[config.mk]
export PLATFORM = sky130hd
export DESIGN_NAME = tdc_thermo_readout
export DESIGN_NICKNAME = d
export VERILOG_FILES = /design/src/rtl/tdc_thermo_readout.sv
export SDC_FILE = /design/constraint.sdc
export NUM_CORES = 1
export LEC_CHECK = 0
export ABC_AREA = 1
export CELL_PAD_IN_SITES_DETAIL_PLACEMENT = 0
export CELL_PAD_IN_SITES_GLOBAL_PLACEMENT = 2
export CORE_MARGIN = 5
export CORE_UTILIZATION = 39
export DETAILED_ROUTE_END_ITERATION = 16
export DONT_BUFFER_PORTS = 1
export PLACE_DENSITY = 0.94
export SETUP_SLACK_MARGIN = 0.4
export SLEW_MARGIN = 20
export SYNTH_ARGS = -nofsm -noshare
export SYNTH_HDL_FRONTEND = slang
export SYNTH_SLANG_ARGS = --single-unit
[constraint.sdc]
create_clock -name clk -period 8.15 [get_ports clk]
set_input_delay 1.63 -clock clk [delete_from_list [all_inputs] [get_ports clk]]
set_output_delay 1.63 -clock clk [all_outputs]
set_load 0.005 [all_outputs]
[src/rtl/tdc_thermo_readout.sv]
// tdc_thermo_readout
// Reader side of the tapped-delay-line TDC. On a sample request the
// thermometer code from the delay line is captured, single-bit bubbles are
// removed with a three-tap majority vote, the corrected code is reduced to a
// tap count, and one status+count byte is offered on a valid/ready port.
//
// out_data layout: {bubble, sat, count[5:0]}
//   bubble : the majority vote changed at least one captured bit
//   sat    : every tap was set, so the edge ran past the end of the line
//   count  : number of set taps after correction (0 is a legal result)
//
// Pipeline timing, relative to the accepting edge T:
//   T   : IDLE -> CAPT, therm captured
//   T+1 : CAPT -> FIX,  bubble correction registered
//   T+2 : FIX  -> CNT,  popcount registered
//   T+3 : CNT  -> HOLD, result byte and out_valid registered
//   HOLD waits for out_valid & out_ready, then returns to IDLE.
// rst_n is an active-high synchronous reset despite its name; it is kept for
// compatibility with the surrounding delay-line blocks.

module tdc_thermo_readout #(
  parameter int N_DELAY = 32,
  parameter int CW      = 6
) (
  input  logic               clk,
  input  logic               rst_n,
  input  logic               sample,
  input  logic [N_DELAY-1:0] therm,
  output logic               out_valid,
  input  logic               out_ready,
  output logic [7:0]         out_data,
  output logic               busy,
  output logic               overrun
);

  typedef enum logic [2:0] {
    IDLE = 3'd0,
    CAPT = 3'd1,
    FIX  = 3'd2,
    CNT  = 3'd3,
    HOLD = 3'd4
  } state_t;

  state_t             state;

  // Pipeline registers: raw capture, corrected code, bubble flag, tap count.
  logic [N_DELAY-1:0] cap_reg;
  logic [N_DELAY-1:0] fix_reg;
  logic               bub_reg;
  logic [CW-1:0]      cnt_reg;

  // Combinational results feeding the pipeline registers.
  logic [N_DELAY+1:0] cap_ext;
  logic [N_DELAY-1:0] fix_next;
  logic [CW-1:0]      pop_count;
  logic               sat_flag;

  // The line is padded with a virtual 1 before tap 0 and a virtual 0 after
  // the last tap, so the end taps vote exactly like interior ones.
  assign cap_ext = {1'b0, cap_reg, 1'b1};

  // Three-tap majority vote removes isolated 0s inside the run of 1s and
  // isolated 1s beyond it.
  always_comb begin
    fix_next = '0;
    for (int i = 0; i < N_DELAY; i++) begin
      fix_next[i] = (cap_ext[i]   & cap_ext[i+1]) |
                    (cap_ext[i]   & cap_ext[i+2]) |
                    (cap_ext[i+1] & cap_ext[i+2]);
    end
  end

  // Tap count of the corrected code; after correction this is the edge position.
  always_comb begin
    pop_count = '0;
    for (int i = 0; i < N_DELAY; i++) begin
      pop_count = pop_count + CW'(fix_reg[i]);
    end
  end

  // Saturation: the corrected count covers the whole delay line.
  assign sat_flag = (cnt_reg == CW'(N_DELAY));

  // Measurement sequencer with registered status outputs and sticky overrun.
  always_ff @(posedge clk) begin
    if (rst_n) begin
      state     <= IDLE;
      cap_reg   <= '0;
      fix_reg   <= '0;
      bub_reg   <= 1'b0;
      cnt_reg   <= '0;
      out_valid <= 1'b0;
      out_data  <= 8'h00;
      busy      <= 1'b0;
      overrun   <= 1'b0;
    end else begin
      if (sample && (state != IDLE)) begin
        overrun <= 1'b1;
      end

      case (state)
        IDLE: begin
          if (sample) begin
            cap_reg <= therm;
            busy    <= 1'b1;
            state   <= CAPT;
          end
        end

        CAPT: begin
          fix_reg <= fix_next;
          bub_reg <= (fix_next != cap_reg);
          state   <= FIX;
        end

        FIX: begin
          cnt_reg <= pop_count;
          state   <= CNT;
        end

        CNT: begin
          out_data  <= {bub_reg, sat_flag, cnt_reg};
          out_valid <= 1'b1;
          state     <= HOLD;
        end

        HOLD: begin
          if (out_valid && out_ready) begin
            out_valid <= 1'b0;
            busy      <= 1'b0;
            state     <= IDLE;
          end
        end

        default: begin
          out_valid <= 1'b0;
          busy      <= 1'b0;
          state     <= IDLE;
        end
      endcase
    end
  end

endmodule

==> metrics, run 1 <==
Power per Cell Area=239 nW/um^2; number of remaining DRC errors=0; Max Cap Viol=0; Filler Cell Count=1,161; Std-Cell Rows=39; count leader, synth=nand2_1; Worst R2R Setup Slack=3620 ps; Worst Skew=4.56 ps; CTS Hold Bufs=0; area of the die=between 10,000 and 15,000 um^2; Final Hold Viols=0; r2r endpoint=cnt_reg[4]; nets@finish=about 650; Final Power=1.14 mW; Crit Path Max Fanout=2; CTS sink cnt=between 80 and 90; Tot GR Track Use=0.148; drt wl/cell=13.0 um; Die Y=117 um; critical hold path startpoint=fix_reg[7]; top cells by count, synth=nand2_1, inv_1, dfxtp_1; gpl congestion=just under 0.8; vias in the first global route=3,554; Critical Path RT=about 8400 ps; syn nets=662; Reg clk slew, reported paths=60 ps; RSZ-0062 raised after global routing=false; Final Critical Period=4530 ps; DRT iter0 DRCs=148; max-slew violation count=0; Setup violations, final=0; global-route wire length before repair=15.9 mm; Worst R2R Path Depth=15; CP arrival=4760 ps; Synth async-reset ratio=0; IO buf count=0; syn_area_per_cell=7.46 um^2; Slew HR=0.477; number of synthesized flops with an enable pin=0; Hold Crit Class=flop to flop; Die W=117 um; synthesis-to-finish area growth=7.70%; drt pass-1 iters=4; TNS Setup=0 ps; top-area cell type share of the netlist area=0.383; clock buffer count from CTS=9; placed insts=roughly 700; R2R Path Start=fix_reg[0]; Root Buffer=clkbuf_16; period utilization=0.555; top_reg_cell synth=dfxtp_1; Setup CP Type=flop to flop; Max stage delay on crit path=around 540 ps; core area=11,300 um^2; clk_lat worst skew=340 ps; PostCTS Resize Cnt=0; CP max stage cell=fa_1; leading area contributor after synthesis=dfxtp_1; # IOs=47; global route overflow=0; CTS tree=yes; initial core utilization=0.394; Netlist cell types=28; Post-DP HPWL=6.90 mm; initial antenna violation count=0; ranking of synthesized cells by area=dfxtp_1, fa_1, nand2_1; sequential area share after synthesis=0.383; routed wire length=9.48 mm; worst-case clock buffer depth=2; Post-CTS Setup Bufs=0; Critical Path End Type=flop; Antenna diodes=0; VDD IR max=0.0975 mV; share of cells above drive strength 1=0.0358; CP Launch Type=flop; Least-Margin Pin Slew=783 ps; vias=3,622; hold path depth=2; Seq cells post-synth=85; Post-Syn Area=4440 um^2; final instance area=approximately 4800 um^2; H-tree depth=3; Vias/cell=between 4 and 5; crit-path cells=inv_1 -> fa_1 -> fa_1 -> inv_1 -> fa_1 -> fa_1 -> fa_1 -> inv_1 -> fa_1 -> inv_1 -> fa_1 -> nand3_1 -> a21oi_1 -> a211oi_1 -> nor2_1; leakage=1.95 nW; end of the worst hold path=fix_reg[7]; fmax=221 MHz; Placed Instance Area=4480 um^2; final non-filler cell total=729; Syn Inst Count=approximately 600; crit-path most repeated cell=fa_1; Final ANT Viol Nets=0; largest net degree at the start of global routing=66; status=completed; synth warn=0
==> per-stage QoR <==
step           setup WS [ps]  hold slack, ps   util
5_1_grt                 3420             476  0.424
2_1_floorplan           3780             444      -
4_1_cts                 3580             460  0.423
3_3_place_gp            3680             451  0.398
6_report                3620             460  0.424
3_5_place_dp            3580             450  0.398
==> per-layer routing <==
metal / vias up / global-route usage / wire [um]
met5: - / 0 / 0
met4: 0 / 0.0673 / 195
met3: 14 / 0.0332 / 304
met2: 41 / 0.250 / 4540
met1: 1674 / 0.181 / 4450
li1: 1893 / - / -
==> worst max-delay path by stage <==
stage / endpoint / cells past startpoint / from / slack [ps]
2_1_floorplan: cnt_reg[4] / 14 / fix_reg[0] / 3780
3_3_place_gp: cnt_reg[4] / 14 / fix_reg[0] / 3680
3_5_place_dp: cnt_reg[4] / 15 / fix_reg[0] / 3580
4_1_cts: cnt_reg[4] / 15 / fix_reg[0] / 3580
5_1_grt: cnt_reg[3] / 18 / fix_reg[0] / 3420
6_report: cnt_reg[4] / 15 / fix_reg[0] / 3620
==> final cells by class <==
type	count	area (um^2)	share of cell area
multi-input combinational	396	2260	0.473
tap	143	179	0.0374
clock buffer	11	253	0.0529
sequential	85	1700	0.356
timing repair buffer	1	7.51	0.00157
clock inverter	2	35.0	0.00733
inverter	91	342	0.0715
==> critical path, delay by kind of cell, from the launching register on <==
kind	cells	cell delay (ps)
buffers and inverters	4	270
flip-flops	1	310
adder cells (fa/ha/maj)	7	3410
AO/OA/AOI/OAI	2	260
AND/OR/NAND/NOR	2	160
==> cell usage in the layout, fill, tap and decap left out, types with 2 or more instances in the layout <==
cell	instances
fa_1	24
dfxtp_1	85
o21ai_1	9
inv_1	88
clkbuf_16	9
o21ai_0	83
clkbuf_8	2
ha_1	7
o211ai_1	7
nand3_1	22
nand3_2	2
nor2_1	33
a21oi_1	81
nand2_1	119
inv_2	2
==> cells by family after synthesis <==
kind of cell | synth area share
flip-flops | 0.383
AO/OA/AOI/OAI | 0.213
XOR/XNOR | 0.00197
adder cells (fa/ha/maj) | 0.128
buffers and inverters | 0.110
AND/OR/NAND/NOR | 0.164
==> power breakdown <==
group | internal [mW] | switching (mW)
registers | 0.455 | 0.0296
logic | 0.0855 | 0.169
clock network | 0.248 | 0.157
(Power assumes the default switching activity.)
==> run 2: changes to the inputs <==
- CORE_UTILIZATION: 39 -> 33
- PLACE_DENSITY: 0.94 -> 0.86
- clock period: 8.15 -> 4.05 ns (I/O delays scaled with it)
==> metrics, run 2 (synthesized netlist as in run 1, its figures left out) <==
status=finished with violations; failing checks=negative setup slack; Least-Margin Pin Slew=723 ps (-60.3 ps); Psw=0.770 mW (+120%); Tot GR Track Use=0.134 (-0.0139); # IOs=47 (unchanged); IO buf count=0 (unchanged); Final ANT Viol Nets=0 (unchanged); critical path depth=14 (-1); leading cell type in the layout, fill and taps excluded=nand2_1; area of the die=15,900 um^2 (+17%); hold path depth=2 (unchanged); Worst R2R Setup Slack=-330 ps (-3950 ps); routed wire length=10.2 mm (+7.3%); Max Cap Viol=0 (unchanged); CTS sink cnt=85 (unchanged); Vias/cell=4.78 (-3.9%); Post-DP HPWL=7.35 mm (+6.6%); Antenna diodes=0 (unchanged); clk_lat worst skew=350 ps (about the same); Placed Instance Area=4580 um^2 (+2.1%); RSZ-0062 raised after global routing=true; Final Power=2.35 mW (+110%); initial core utilization=0.336 (-0.0573); CP max stage cell=fa_1; vias=3,687 (+1.8%); final instance area=4960 um^2 (+3.8%); Reg clk slew, reported paths=60 ps (about the same); H-tree depth=3 (unchanged); Max stage delay on crit path=550 ps (about the same); power share of the combinational group=0.243 (+0.021); vias in the first global route=3,607 (+1.5%); CTS tree=yes; crit-path cells=fa_1 -> inv_2 -> fa_1 -> fa_1 -> fa_1 -> fa_2 -> fa_1 -> inv_2 -> ha_4 -> fa_2 -> nand3_2 -> a21oi_2 -> a211oi_2 -> nor2_1; Filler Cell Count=1,382 (+19%); synthesis-to-finish area growth=11.8%; Die Y=126 um (+8.0%); Worst setup startpoint=fix_reg[17]; global-route wire length before repair=17.1 mm (+7.1%); Std-Cell Rows=42 (+7.7%); Root Buffer=clkbuf_16; number of remaining DRC errors=0 (unchanged); Final Hold Viols=0 (unchanged); global route overflow=0 (unchanged); CTS Hold Bufs=0 (unchanged); Setup violations, final=5 (+5); nets@finish=658 (+1.1%); Setup CP Type=flop to flop; R2R Path Start=fix_reg[17]; fmax=228 MHz (+3.4%); Power per Cell Area=475 nW/um^2 (+98%); Slew HR=0.518 (+0.0403); CP Buf/Inv Count=2 (-2); Worst R2R Path Depth=14 (-1); initial antenna violation count=0 (unchanged); setup ws final=-327 ps (-3950 ps); period utilization=1.08 (+0.526); drt wl/cell=13.2 um (+1.4%); CP arrival=4620 ps (-140 ps); clock buffer count from CTS=9 (unchanged); Worst Skew=8.41 ps (+3.84 ps); share of cells above drive strength 1=0.101 (+0.0648); leakage=1.99 nW (+1.9%); Hold Crit Class=flop to flop; max-slew violation count=0 (unchanged); worst-case clock buffer depth=2 (unchanged); gpl congestion=0.803 (+1.1%); Final Critical Period=4380 ps (-148 ps); VDD IR max=0.237 mV (+140%); Pint=1.58 mW (+100%); critical hold path startpoint=fix_reg[25]; drt pass-1 iters=6 (+2); CP top delay family=adder cells; Critical Path End Type=flop; Reg area=1710 um^2 (+0.51%); DRT iter0 DRCs=137 (-7.4%); Critical Path RT=4290 ps (-4090 ps); CP Launch Type=flop; r2r endpoint=cnt_reg[4]; end of the critical path=cnt_reg[4]; crit-path most repeated cell=fa_1; most frequent cells in the layout=nand2_1, inv_1, a21oi_1, o21ai_0, dfxtp_1; Die W=126 um (+8.0%); largest net degree at the start of global routing=44 (-33%); register share of total power=0.415 (-0.009); Crit Path Max Fanout=2 (unchanged); switch share=0.327 (+0.0164); clock power share=0.343 (-0.011); core area=13,200 um^2 (+17%); multi-input logic area=2330 um^2 (+3.2%)
-- run 2: changes by cell type in the layout (fill, tap and decap cells not counted), moves of 2 or more --
cell | before | now
ha_4 | 0 | 2
nand3_1 | 22 | 19
inv_1 | 88 | 80
fa_1 | 24 | 19
fa_2 | 0 | 5
nand3_2 | 2 | 6
ha_1 | 7 | 5
buf_4 | 1 | 7
dfxtp_1 | 85 | 78
o21ai_0 | 83 | 79
dfxtp_2 | 0 | 7
inv_2 | 2 | 10
o21ai_1 | 9 | 12
-- run 2: timing repair --
action / 4_1_cts / 5_1_grt
buffers inserted: 1 / 1
pin swaps: 6 / 4
setup endpoints to repair: 6 / 6
gates cloned: 0 / 0
resized for setup: 13 / 15
-- run 2: worst register-to-register path: cells and delay by family, from the launching register on --
family                     cells  cell delay, ps
buffers and inverters          2              90
DFF                            1             330
AOI/OAI and AO/OA              2             210
adders and majority gates      8            3510
and+or+nand+nor                2             140
-- run 2: power groups by stage --
stage / sequential (mW) / clock, mW / combinational (mW)
after floorplan: 0.978 / 0 / 0.465
after global placement: 0.992 / 0 / 0.551
after detailed placement: 0.994 / 0 / 0.562
after CTS: 0.976 / 0.825 / 0.578
after global routing: 0.988 / 0.862 / 0.660
final: 0.977 / 0.806 / 0.571
-- run 2: final cells by class --
cell class / count / area share
clock buffers: 13 / 0.0545
clock inverters: 3 / 0.00378
inverters: 91 / 0.0689
multi-input cells: 396 / 0.471
flip-flops and latches: 85 / 0.345
well taps: 176 / 0.0444
repair buffers: 8 / 0.0129
-- run 2: through the flow --
step,setup TNS [ps],utilization,hold slack (ps),cells,setup slack [ps]
final,-1380,0.376,456,772,-327
after global routing,-1990,0.376,480,772,-439
after CTS,-1420,0.372,461,771,-376
after detailed placement,-1620,0.347,452,754,-367
after global placement,-1320,0.347,451,754,-298
after floorplan,-726,-,444,595,-223
-- run 2: per-layer routing --
| layer | GRT usage | part of all wire |
|---|---|---|
| met1 | 0.160 | 0.46 |
| met2 | 0.228 | 0.48 |
| met3 | 0.0309 | 0.030 |
| met4 | 0.0662 | 0.023 |
| met5 | 0 | 0 |
-- run 2: worst min-delay path by stage --
stage                  end
2_1_floorplan  fix_reg[12]
3_3_place_gp    fix_reg[1]
3_5_place_dp   fix_reg[13]
4_1_cts        fix_reg[13]
5_1_grt         fix_reg[8]
6_report       fix_reg[25]
